## config.mk

```make
export PLATFORM = sky130hd
export DESIGN_NAME = dual_address_ram_bist_flat
export DESIGN_NICKNAME = d
export VERILOG_FILES = /design/src/rtl/dual_address_ram_bist_if.sv /design/src/rtl/dual_address_ram_bist.sv /design/src/flat_wrapper.sv
export SDC_FILE = /design/constraint.sdc
export NUM_CORES = 1
export LEC_CHECK = 0
export BUFFER_PORTS_ARGS = -buffer_cell sky130_fd_sc_hd__buf_2
export CAP_MARGIN = 20
export CORE_MARGIN = 5
export CORE_UTILIZATION = 53
export DETAILED_ROUTE_END_ITERATION = 8
export PLACE_DENSITY = 0.78
export SYNTH_ARGS = -nofsm -noshare
export SYNTH_HDL_FRONTEND = slang
export SYNTH_SLANG_ARGS = --single-unit
```

## constraint.sdc

```tcl
create_clock -name clk -period 1.9 [get_ports clk]
set_clock_uncertainty 0.1 [all_clocks]
set_input_delay 0 -clock clk [delete_from_list [all_inputs] [get_ports clk]]
set_output_delay 0 -clock clk [all_outputs]
set_load 0.005 [all_outputs]
```

## src/rtl/dual_address_ram_bist_if.sv

```systemverilog
// RAM-side bus between the BIST sequencer (master) and the 16x8 dual_address_ram (slave).
// Signal names match the RAM's own port names so the hookup is one-to-one.
interface dual_address_ram_bist_if #(
  parameter int DATA_W = 8,
  parameter int ADDR_W = 4
) ();
  logic              port_en_0;
  logic              wr_en;
  logic [ADDR_W-1:0] addr_in_0;
  logic [DATA_W-1:0] data_in;
  logic              port_en_1;
  logic [ADDR_W-1:0] addr_in_1;
  logic [DATA_W-1:0] data_out_1;

  modport master (
    output port_en_0, wr_en, addr_in_0, data_in, port_en_1, addr_in_1,
    input  data_out_1
  );

  modport slave (
    input  port_en_0, wr_en, addr_in_0, data_in, port_en_1, addr_in_1,
    output data_out_1
  );
endinterface

```

## src/rtl/dual_address_ram_bist.sv

```systemverilog
// BIST sequencer: fills the RAM with (addr+1), reads it back and reports pass/err_count/fail_addr.
// Define DUAL_RAM_BIST_INVERT_PASS_EN to add a second pass using the inverted pattern ~(addr+1).
module dual_address_ram_bist #(
  parameter int DATA_W = 8,
  parameter int ADDR_W = 4
) (
  input  logic                  clk,
  input  logic                  rst,
  input  logic                  start,
  output logic                  busy,
  output logic                  done,
  output logic                  pass,
  output logic [ADDR_W:0]       err_count,
  output logic [ADDR_W-1:0]     fail_addr,
  dual_address_ram_bist_if.master ram
);

  localparam logic [2:0] S_IDLE      = 3'd0;
  localparam logic [2:0] S_WRITE     = 3'd1;
  localparam logic [2:0] S_READ      = 3'd2;
  localparam logic [2:0] S_DRAIN     = 3'd3;
  localparam logic [2:0] S_DONE      = 3'd4;
`ifdef DUAL_RAM_BIST_INVERT_PASS_EN
  localparam logic [2:0] S_WRITE_INV = 3'd5;
  localparam logic [2:0] S_READ_INV  = 3'd6;
`endif

  localparam logic [ADDR_W-1:0] CNT_MAX    = '1;
  localparam logic [ADDR_W-1:0] DRAIN_LAST = ADDR_W'(1);

  logic [2:0]        state;
  logic [ADDR_W-1:0] cnt;
  logic [ADDR_W-1:0] cnt_inc;
  logic [DATA_W-1:0] exp0;
  logic [DATA_W-1:0] exp1;
  logic [ADDR_W-1:0] addr1;
  logic              vld1;

  assign cnt_inc = cnt + 1'b1;

  function automatic logic [DATA_W-1:0] pattern(input logic [ADDR_W-1:0] a, input logic inv);
    logic [DATA_W-1:0] p;
    p = DATA_W'(a) + DATA_W'(1);
    return inv ? ~p : p;
  endfunction

  // Read pipeline: stage 0 is the registered read request (port_en_1/addr_in_1/exp0),
  // stage 1 lines up with the RAM's registered data_out_1, where the compare happens.
  always_ff @(posedge clk or posedge rst) begin
    if (rst) begin
      state         <= S_IDLE;
      cnt           <= '0;
      busy          <= 1'b0;
      done          <= 1'b0;
      pass          <= 1'b0;
      err_count     <= '0;
      fail_addr     <= '0;
      ram.port_en_0 <= 1'b0;
      ram.wr_en     <= 1'b0;
      ram.addr_in_0 <= '0;
      ram.data_in   <= '0;
      ram.port_en_1 <= 1'b0;
      ram.addr_in_1 <= '0;
      exp0          <= '0;
      exp1          <= '0;
      addr1         <= '0;
      vld1          <= 1'b0;
    end else begin
      ram.port_en_0 <= 1'b0;
      ram.wr_en     <= 1'b0;
      ram.addr_in_0 <= '0;
      ram.data_in   <= '0;
      ram.port_en_1 <= 1'b0;
      ram.addr_in_1 <= '0;
      exp0          <= '0;

      vld1  <= ram.port_en_1;
      exp1  <= exp0;
      addr1 <= ram.addr_in_1;

      if (vld1 && (ram.data_out_1 != exp1)) begin
        if (err_count != '1)
          err_count <= err_count + 1'b1;
        if (err_count == '0)
          fail_addr <= addr1;
      end

      case (state)
        S_IDLE, S_DONE: begin
          if (start) begin
            state         <= S_WRITE;
            cnt           <= '0;
            busy          <= 1'b1;
            done          <= 1'b0;
            pass          <= 1'b0;
            err_count     <= '0;
            fail_addr     <= '0;
            ram.port_en_0 <= 1'b1;
            ram.wr_en     <= 1'b1;
            ram.data_in   <= pattern('0, 1'b0);
          end
        end

        S_WRITE: begin
          cnt <= cnt_inc;
          if (cnt == CNT_MAX) begin
            state         <= S_READ;
            ram.port_en_1 <= 1'b1;
            exp0          <= pattern('0, 1'b0);
          end else begin
            ram.port_en_0 <= 1'b1;
            ram.wr_en     <= 1'b1;
            ram.addr_in_0 <= cnt_inc;
            ram.data_in   <= pattern(cnt_inc, 1'b0);
          end
        end

        S_READ: begin
          cnt <= cnt_inc;
          if (cnt == CNT_MAX) begin
`ifdef DUAL_RAM_BIST_INVERT_PASS_EN
            state         <= S_WRITE_INV;
            ram.port_en_0 <= 1'b1;
            ram.wr_en     <= 1'b1;
            ram.data_in   <= pattern('0, 1'b1);
`else
            state         <= S_DRAIN;
`endif
          end else begin
            ram.port_en_1 <= 1'b1;
            ram.addr_in_1 <= cnt_inc;
            exp0          <= pattern(cnt_inc, 1'b0);
          end
        end

`ifdef DUAL_RAM_BIST_INVERT_PASS_EN
        S_WRITE_INV: begin
          cnt <= cnt_inc;
          if (cnt == CNT_MAX) begin
            state         <= S_READ_INV;
            ram.port_en_1 <= 1'b1;
            exp0          <= pattern('0, 1'b1);
          end else begin
            ram.port_en_0 <= 1'b1;
            ram.wr_en     <= 1'b1;
            ram.addr_in_0 <= cnt_inc;
            ram.data_in   <= pattern(cnt_inc, 1'b1);
          end
        end

        S_READ_INV: begin
          cnt <= cnt_inc;
          if (cnt == CNT_MAX) begin
            state <= S_DRAIN;
          end else begin
            ram.port_en_1 <= 1'b1;
            ram.addr_in_1 <= cnt_inc;
            exp0          <= pattern(cnt_inc, 1'b1);
          end
        end
`endif

        // Two idle cycles let the last two in-flight reads reach the compare stage.
        S_DRAIN: begin
          if (cnt == DRAIN_LAST) begin
            state <= S_DONE;
            cnt   <= '0;
            busy  <= 1'b0;
            done  <= 1'b1;
            pass  <= (err_count == '0);
          end else begin
            cnt <= cnt_inc;
          end
        end

        default: state <= S_IDLE;
      endcase
    end
  end

endmodule

```

## src/flat_wrapper.sv

```systemverilog
// flat-port wrapper written by rule: the top's interface ports become plain ports
module dual_address_ram_bist_flat 
#(
  parameter int DATA_W = 8,
  parameter int ADDR_W = 4
)
  (clk, rst, start, busy, done, pass, err_count, fail_addr, ram_port_en_0, ram_wr_en, ram_addr_in_0, ram_data_in, ram_port_en_1, ram_addr_in_1, ram_data_out_1);
  dual_address_ram_bist_if #(.DATA_W(DATA_W), .ADDR_W(ADDR_W)) ram_i ();
  input  logic clk;
  input  logic rst;
  input  logic start;
  output logic busy;
  output logic done;
  output logic pass;
  output logic [ADDR_W:0] err_count;
  output logic [ADDR_W-1:0] fail_addr;
  output wire logic [$bits(ram_i.port_en_0)-1:0] ram_port_en_0;
  output wire logic [$bits(ram_i.wr_en)-1:0] ram_wr_en;
  output wire logic [$bits(ram_i.addr_in_0)-1:0] ram_addr_in_0;
  output wire logic [$bits(ram_i.data_in)-1:0] ram_data_in;
  output wire logic [$bits(ram_i.port_en_1)-1:0] ram_port_en_1;
  output wire logic [$bits(ram_i.addr_in_1)-1:0] ram_addr_in_1;
  input wire logic [$bits(ram_i.data_out_1)-1:0] ram_data_out_1;
  assign ram_port_en_0 = ram_i.port_en_0;
  assign ram_wr_en = ram_i.wr_en;
  assign ram_addr_in_0 = ram_i.addr_in_0;
  assign ram_data_in = ram_i.data_in;
  assign ram_port_en_1 = ram_i.port_en_1;
  assign ram_addr_in_1 = ram_i.addr_in_1;
  assign ram_i.data_out_1 = ram_data_out_1;
  dual_address_ram_bist #(.DATA_W(DATA_W), .ADDR_W(ADDR_W)) u_core (.clk(clk), .rst(rst), .start(start), .busy(busy), .done(done), .pass(pass), .err_count(err_count), .fail_addr(fail_addr), .ram(ram_i));
endmodule
```

# After elaboration in Yosys (flattened, before gate mapping)
# Index checks and enable logic that the tools add are counted.
[op_classes] addsub=3 n_eq_ne=12 n_mux=37 reduce_logical=10
[op_table] cell="$mux 4" n=9
[op_table] cell="$pmux 8 s2" n=2
[op_table] cell="$mux 5" n=4
[op_table] cell="$mux 3" n=4
[op_table] cell="$pmux 3 s4" n=1
[op_table] cell="$pmux 4 s3" n=1
[op_table] cell="$mux 1" n=10
[op_table] cell="$pmux 1 s2" n=5
[op_table] cell="$mux 8" n=1
[op_table] cell="$ne 8x8->1" n=1
[op_table] cell="$eq 3x2->1 const B" n=2
[op_table] cell="$ne 2x1->1 const B" n=3
[op_table] cell="$add 4x1->5 const B" n=1
[op_table] cell="$add 5x1->5 const B" n=1
[op_table] cell="$logic_not 5->1" n=1
[op_table] cell="$ne 5x5->1 const B" n=1
[op_table] cell="$add 4x1->4 const B" n=1
[op_table] cell="$eq 4x1->1 const B" n=1
[op_table] cell="$eq 4x4->1 const B" n=1
[op_table] cell="$reduce_and 4->1" n=1
[op_table] cell="$reduce_or 2->1" n=2
[op_table] cell="$eq 3x1->1 const B" n=1
[op_table] cell="$eq 3x3->1 const B" n=1
[op_table] cell="$logic_not 3->1" n=1
[op_table] cell="6 further kinds" n=6
[word_totals] register_bits=58 inputBits=11 output_inout_bits=31 elab_cells=78

# Longest topological paths before layout
# Gate-level depths: netlist (run 1).
[logic_depth] ltp_word=5 depth_mapped=7 depth_no_buf=7

# Worst setup path after synthesis (run 1)
# OpenSTA, ideal clock, no wires.
[synth_timing] path_kind="register to register" from="register u_core.cnt[0]" to="register u_core.exp0[3]" setup_time_ns=0.123 arrival_ns=1.367 t_required_ns=1.677 setup_slack_ns=0.309 path_stages_with_launch=7 path_buffers=1 period_less_slack_ns=1.591 cell_sequence="dfrtp_1 -> buf_2 -> inv_1 -> ha_1 -> nor3_1 -> xnor2_1 -> nor2_1"
[synth_via] elab_chain_len=4 word_cells_on_any_way=5 classes_between="2 x add/sub; 1 x eq/ne; 2 x mux"
[synth_rtl] element="start, declared" line="dual_address_ram_bist.sv:32" rtl="logic [ADDR_W-1:0] cnt;"
[synth_rtl] element="start signal, assigned" line="dual_address_ram_bist.sv:105" rtl="cnt <= cnt_inc;"
[synth_rtl] element="start signal, assigned" line="dual_address_ram_bist.sv:119" rtl="cnt <= cnt_inc;"
[synth_rtl] element="start signal, assigned" line="dual_address_ram_bist.sv:172" rtl="cnt <= cnt_inc;"
[synth_rtl] element="$add 4x1->4" line="dual_address_ram_bist.sv:39" rtl="assign cnt_inc = cnt + 1'b1;"
[synth_rtl] element="$add 4x1->5" line="dual_address_ram_bist.sv:43" rtl="p = DATA_W'(a) + DATA_W'(1);"
[synth_rtl] element="$mux 8 *" line="dual_address_ram_bist.sv:120" rtl="if (cnt == CNT_MAX) begin"
[synth_rtl] element="$pmux 8 s2 *" line="dual_address_ram_bist.sv:88" rtl="case (state)"
[synth_rtl] element="end signal, assigned" line="dual_address_ram_bist.sv:109" rtl="exp0 <= pattern('0, 1'b0);"
[synth_rtl] element="end signal, assigned" line="dual_address_ram_bist.sv:132" rtl="exp0 <= pattern(cnt_inc, 1'b0);"
[synth_rtl] element="end, declared" line="dual_address_ram_bist.sv:34" rtl="logic [DATA_W-1:0] exp0;"
# Every way passes the cells marked *; elsewhere a longest branch is shown, timed or not.
# A chain may end at the register's enable or synchronous reset.

# Final worst setup path (run 1)
[layout_timing] from="register u_core.err_count[0]" to="register u_core.fail_addr[2]"
[layout_via] elab_chain_len=5
[layout_rtl] element="start, declared" line="dual_address_ram_bist.sv:13" rtl="output logic [ADDR_W:0] err_count,"
[layout_rtl] element="start signal, assigned" line="dual_address_ram_bist.sv:83" rtl="err_count <= err_count + 1'b1;"
[layout_rtl] element="$logic_not 5->1 *" line="dual_address_ram_bist.sv:84" rtl="if (err_count == '0)"
[layout_rtl] element="$mux 4 *" line="dual_address_ram_bist.sv:84"
[layout_rtl] element="$mux 4 *" line="dual_address_ram_bist.sv:81" rtl="if (vld1 && (ram.data_out_1 != exp1)) begin"
[layout_rtl] element="$mux 4" line="dual_address_ram_bist.sv:90" rtl="if (start) begin"
[layout_rtl] element="$mux 4 *" line="dual_address_ram_bist.sv:88"
[layout_rtl] element="end signal, assigned" line="dual_address_ram_bist.sv:85" rtl="fail_addr <= addr1;"
[layout_rtl] element="end, declared" line="dual_address_ram_bist.sv:14" rtl="output logic [ADDR_W-1:0] fail_addr,"
# Marks and branches as above.

==> results of run 1 <==
## flip-flops by register name, indices dropped and copies added, names as in the netlist
signal	cells
u_core.err_count	5
u_core.exp0	5
u_core.exp1	5
u_core.ram.data_in	5
u_core.addr1	4
u_core.cnt	4
u_core.fail_addr	4
u_core.ram.addr_in_0	4
u_core.ram.addr_in_1	4
u_core.state	3
u_core.busy	1
u_core.done	1
u_core.pass	1
u_core.ram.port_en_1	1
u_core.ram.wr_en	1
u_core.vld1	1
## layout make-up
class                   count  share of cell area, %
repair buffers             46                   11.1
well taps                  48                   2.49
inverters                   7                   1.09
clock buffers               6                   3.01
multi-input cells         117                   30.8
flip-flops and latches     49                   50.9
clock inverters             2                  0.572
## worst paths after layout
| path | end | slack [ps] | cells past startpoint |
|---|---|---|---|
| setup / recovery | u_core.fail_addr[2]$_DFF_PP0_ | 170 | 7 |
| hold / removal | u_core.err_count[0]$_DFF_PP0_ | 60 | 5 |
| setup reg to reg | u_core.fail_addr[2]$_DFF_PP0_ | 170 | 7 |
| hold reg to reg | u_core.exp1[3]$_DFF_PP0_ | 260 | 0 |
| max in group asynchronous | u_core.err_count[1]$_DFF_PP0_ | 1000 | 4 |
| min in group asynchronous | u_core.exp1[4]$_DFF_PP0_ | 200 | 3 |
## stage by stage
stage / utilization [%] / std cells / total power [mW] / instance area, µm² / setup WS [ps]
6_report: 65.3 / 275 / 3.10 / 2410 / 169
5_1_grt: 65.3 / 275 / 3.36 / 2410 / 35.7
4_1_cts: 65.1 / 275 / 3.12 / 2400 / 4.55
3_5_place_dp: 62.2 / 265 / 2.51 / 2290 / 18.1
3_3_place_gp: 62.2 / 265 / 2.49 / 2290 / 141
2_1_floorplan: - / 181 / 2.14 / 2040 / 309
## cells in the final DEF, fill, tap and decap left out, types with 4 or more instances in the layout
cell / count
dfrtp_1: 49
buf_2: 38
nand2_1: 20
nor2_1: 18
o21ai_0: 11
and3_1: 8
inv_1: 6
nand3_1: 6
xor2_1: 6
ha_1: 6
clkbuf_8: 5
buf_4: 5
a31oi_1: 4
and2_1: 4
xnor2_1: 4
## where the power goes
group          switching (mW)  internal (mW)
combinational           0.604          0.464
clock                   0.330          0.263
sequential              0.177           1.27
## worst register-to-register path, cell delays in order (launching register included)
cell	delay, ps
dfrtp_1	410
inv_1	100
ha_1	150
nor4b_2	290
nand2_1	110
a21oi_2	260
nand3_1	130
o21ai_0	100
## kinds of logic (layout without fill, tap and decap cells)
family,Yosys count,in the layout
other,1,3
xor gates and xnor gates,10,10
AOI/OAI and AO/OA,27,27
and+or+nand+nor,71,71
adders and majority gates,6,6
buffers and inverters,15,61
DFF,49,49
## repair_timing
item / CTS / global route
resized for setup: 0 / 1
endpoints found under the setup margin: 0 / 4
endpoints found under the hold margin: 27 / 0
hold buffers: 2 / 0
## synth_stat cells
cell      count
a211o_1       3
a211oi_2      1
a21oi_1       2
a21oi_2       1
a31oi_1       4
a41o_1        1
and2_1        4
and3_1        8
and4_4        1
and4bb_1      1
buf_2         3
buf_4         4
clkbuf_1      1
conb_1        1
dfrtp_1      49
ha_1          6
inv_1         7
nand2_1      20
nand2_4       1
nand2b_1      1
nand3_1       6
nand4_1       3
nor2_1       18
nor2b_1       2
nor3_1        3
nor4_4        2
nor4b_1       1
o21a_1        1
o21ai_0      11
o21ai_1       2
o41ai_1       1
xnor2_1       4
xor2_1        6
## layer usage
layer / track usage [%] / wire (µm) / up-vias
met5: 0 / 0 / -
met4: 6.26 / 46 / 0
met3: 3.65 / 161 / 4
met2: 26.5 / 1940 / 27
met1: 21.5 / 1640 / 690
li1: - / - / 691
==> results.md, run 1 <==
- Status: completed
- Total I/O pin count: 42
- Critical path endpoint category: register
- Register area: 1230 µm²
- WHS: 62.2 ps
- Vias: 1412
- Synth Area in Simple Gates: 19.1%
- Yosys reg bits: 49
- Clock root cell: clkbuf_8
- Largest net degree at the start of global routing: 28
- Crit path max-delay family: simple AND/OR/NAND/NOR gates
- Buffers plus inverters on the worst setup path: 1
- Critical path class: register to register
- DR WL/cell: 13.8 µm
- Max Cap Violations: 0
- Crit-path cells: inv_1 > ha_1 > nor4b_2 > nand2_1 > a21oi_2 > nand3_1 > o21ai_0
- I/O Buffers: 38
- Clock transition at path regs: 80 ps
- Setup bufs post-CTS: 0
- Crit. Startpoint: u_core.err_count[0]$_DFF_PP0_
- Rows: 22
- Detail Route Antenna Nets: 0
- First-pass GRT wire length: roughly 6.6 mm
- GR Util All Layers: about 16%
- Core region area: roughly 3700 µm²
- Setup violations, final: 0
- Largest family of logic cells by synthesized area: simple AND/OR/NAND/NOR gates
- Clock Path Buffers: 2
- Initial antenna violation count: 0
- Sequential area share after synthesis: slightly above 60%
- HP Start: ram_data_out_1[6]
- Setup crit start kind: register
- TritonCTS clock tree: built
- Post-synthesis adder-cell area fraction: 3.70%
- Die Span Y: 71.9 µm
- Worst-Skew Late Latency: about 290 ps
- # diodes: 0
- Unique masters post-synth: 33
- DIE AREA: 5160 µm²
- Die width: 71.9 µm
- # DRC: 0
- Cells after synthesis: 179
- Syn Area/Cell: 11.3 µm²
- Initial cell density of the core: 55.0%
- # fillers: 288
- Aggregate global routing overflow: 0
- Area Overhead vs Synth: 18.7%
- Unrepaired setup endpoints after global routing: no
- Critical Path RT: 2010 ps
- Crit path DAT: approximately 1800 ps
- Nets: about 240
- Hold WC Path Type: input pin to register
- Final WL: 3.79 mm
- Yosys top cell area share: 60.5%
- Slowest library cell on the worst path: dfrtp_1
- Post-synthesis mux area share: 0%
- Setup tns final: 0 ps
- Clk sink count: 49
- Compound-Gate Fraction of Synth Area: 8.57%
- Post-Synth XOR/XNOR Area: 4.32%
- Slew Limit Fails: 0
- Vias per Instance: 5.13
- Max Fanout on Critical Path: 8
- Synthesized area: 2030 µm²
- Slowest stage delay, CP: ~400 ps
- Synth warn: 0
- Worst slew pin tran: 553 ps
- Headroom to the max-slew limit: 63.0%
- H-tree levels: 2
- Post-DP HPWL: between 2 and 3 mm
- Final worst path period share: 91.1%
- Leakage: 1.29 nW
- Pwr Density: 1290 nW/µm²
- Footprint of the multi-input gates: 741 µm²
- Num CTS Buffers: 5
- Achievable Freq: 0.578 GHz
- Reg2reg start: u_core.err_count[0]$_DFF_PP0_
- Area leader, netlist: dfrtp_1
- Number of global-route vias before repair: 1431
- Gpl congestion: approximately 0.8
- Top cells by area, synth: dfrtp_1 60%, ha_1 3.7%, nand2_1 3.7%, nor2_1 3.3%, o21ai_0 2.7%
- Layout cells sized above 1: 26.0%
- Final Hold Viols: 0
- TritonRoute pass-1 iters: 4
- Fin crit period: 1730 ps
- Max VDD drop: 0.000823 V
- DR iter-0 viols: 78
Power figures use the tool's default switching activity.
==> inputs of run 2 (changes only) <==
==> constraint.sdc (replaced) <==
create_clock -name clk -period 1.9 [get_ports clk]
set_clock_uncertainty 0.1 [all_clocks]
set_input_delay 0.19 -clock clk [delete_from_list [all_inputs] [get_ports clk]]
set_output_delay 0.19 -clock clk [all_outputs]
set_load 0.005 [all_outputs]
==> results.md, run 2 (synthesis results as in run 1) <==
- Initial antenna violation count: 0 (unchanged)
- Rows: 22 (unchanged)
- # diodes: 0 (unchanged)
- Aggregate global routing overflow: 0 (unchanged)
- Gpl congestion: 0.806 (was 0.823)
- H-tree levels: 2 (unchanged)
- Final Hold Viols: 0 (unchanged)
- # fillers: 303 (was 288)
- Crit path DAT: 1780 ps (was 1840 ps)
- Setup violations, final: 0 (unchanged)
- Vias per Instance: 5.29 (was 5.13)
- Number of global-route vias before repair: 1415 (was 1431)
- Post-DP HPWL: 2.89 mm (was 2.83 mm)
- TritonRoute pass-1 iters: 5 (was 4)
- Achievable Freq: 0.592 GHz (was 0.578 GHz)
- # DRC: 0 (unchanged)
- Die Span Y: 71.9 µm (unchanged)
- Fin crit period: 1690 ps (was 1730 ps)
- Core region area: 3690 µm² (unchanged)
- Unrepaired setup endpoints after global routing: no (unchanged)
- DR WL/cell: 14.2 µm (was 13.8 µm)
- Critical path class: register to register (unchanged)
- Critical Path RT: 1990 ps (was 2010 ps)
- Max Cap Violations: 0 (unchanged)
- Final WL: 3.90 mm (was 3.79 mm)
- Commonest non-fill, non-tap cells in the layout: 49 x dfrtp_1, 38 x buf_2, 20 x nand2_1, 18 x nor2_1, 11 x o21ai_0 (unchanged)
- TritonCTS clock tree: built (unchanged)
- Total I/O pin count: 42 (unchanged)
- Slew Limit Fails: 0 (unchanged)
- Critical path endpoint category: register (unchanged)
- Nets: 243 (unchanged)
- Clock Path Buffers: 2 (unchanged)
- Max VDD drop: 0.000850 V (was 0.000823 V)
- GR Util All Layers: 16.8% (was 16.4%)
- Clock transition at path regs: 90 ps (was 80 ps)
- Worst-Skew Late Latency: 310 ps (was 290 ps)
- DR iter-0 viols: 69 (was 78)
- Pwr Density: 1300 nW/µm² (was 1290 nW/µm²)
- Vias: 1456 (was 1412)
- Initial cell density of the core: 55.0% (unchanged)
- Detail Route Antenna Nets: 0 (unchanged)
- Setup crit start kind: register (unchanged)
- DIE AREA: 5160 µm² (unchanged)
- Final worst path period share: 88.9% (was 91.1%)
- Setup tns final: 0 ps (unchanged)
- Layout cells sized above 1: 26.4% (was 26.0%)
- Clk sink count: 49 (unchanged)
- Most common cell after layout, fill and taps aside: dfrtp_1 (unchanged)
- Largest net degree at the start of global routing: 20 (was 28)
- I/O Buffers: 38 (unchanged)
- Die width: 71.9 µm (unchanged)
- Clock root cell: clkbuf_8 (unchanged)
- Leakage: 1.28 nW (was 1.29 nW)
- Max Fanout on Critical Path: 8 (unchanged)
- First-pass GRT wire length: 6.56 mm (was 6.57 mm)
- Hold WC Path Type: input pin to register (unchanged)
- Status: completed (unchanged)
- WHS: 241 ps (was 62.2 ps)
- Area Overhead vs Synth: 18.5% (was 18.7%)
- Num CTS Buffers: 5 (unchanged)
run 2: cell types whose count changed in the layout (fill, tap and decap cells not counted), sizes merged:
cell / delta
clkbuf: -1
clkinv: -1
clkinvlp: +2
run 2: routing by layer:
| layer | vias up | global-route usage [%] | wire [µm] |
|---|---|---|---|
| met5 | - | 0 | 0 |
| met4 | 0 | 9.39 | 89 |
| met3 | 9 | 4.35 | 190 |
| met2 | 43 | 26.7 | 1920 |
| met1 | 708 | 20.7 | 1700 |
| li1 | 696 | - | - |
run 2: metrics by stage:
stage | power, mW | instances | util (%) | area, µm² | worst slack (ps)
CTS | 3.15 | 275 | 65.0 | 2400 | 16.9
global route | 3.36 | 275 | 65.2 | 2400 | 17.2
global placement | 2.47 | 265 | 61.9 | 2280 | 107
floorplan | 2.14 | 181 | - | 2040 | 309
finish | 3.12 | 275 | 65.2 | 2400 | 212
detailed placement | 2.50 | 265 | 61.9 | 2280 | 39.1
run 2: final timing paths:
kind | from | to | slack [ps] | depth (start not counted)
max in group asynchronous | rst | u_core.cnt[3]$_DFFE_PP0P_ | 810 | 4
worst min-delay path | ram_data_out_1[5] | u_core.err_count[0]$_DFF_PP0_ | 240 | 5
min in group asynchronous | rst | u_core.addr1[0]$_DFF_PP0_ | 310 | 3
worst max-delay path | u_core.cnt[0]$_DFFE_PP0P_ | u_core.ram.data_in[3]$_DFF_PP0_ | 210 | 5
worst min register to register | u_core.exp0[3]$_DFF_PP0_ | u_core.exp1[3]$_DFF_PP0_ | 250 | 0
worst max register to register | u_core.cnt[0]$_DFFE_PP0P_ | u_core.ram.data_in[3]$_DFF_PP0_ | 210 | 5
run 2: what timing repair did:
| item | 4_1_cts | 5_1_grt |
|---|---|---|
| hold buffers | 2 | 0 |
| resized for setup | 0 | 1 |
| buffers inserted | 0 | 0 |
| hold endpoints to repair | 18 | 0 |
| endpoints found under the setup margin | 0 | 4 |
run 2: cell type report:
cell class / instances / area (µm²) / area share [%]
clock buffers: 5 / 68.8 / 2.86
clock inverters: 3 / 26.3 / 1.09
inverters: 7 / 26.3 / 1.09
multi-input cells: 117 / 741 / 30.8
flip-flops and latches: 49 / 1230 / 51.0
well taps: 48 / 60.1 / 2.50
repair buffers: 46 / 255 / 10.6
run 2: critical path: stages (launching register included):
cell and delay [ps]:
dfrtp_1 480, inv_1 120, ha_1 390, nor3_1 260
xnor2_1 160, nor2_1 70
run 2: power breakdown:
| group | internal [mW] | total, mW | switching [mW] |
|---|---|---|---|
| Combinational | 0.449 | 1.04 | 0.594 |
| Sequential | 1.27 | 1.44 | 0.177 |
| Clock | 0.268 | 0.634 | 0.366 |
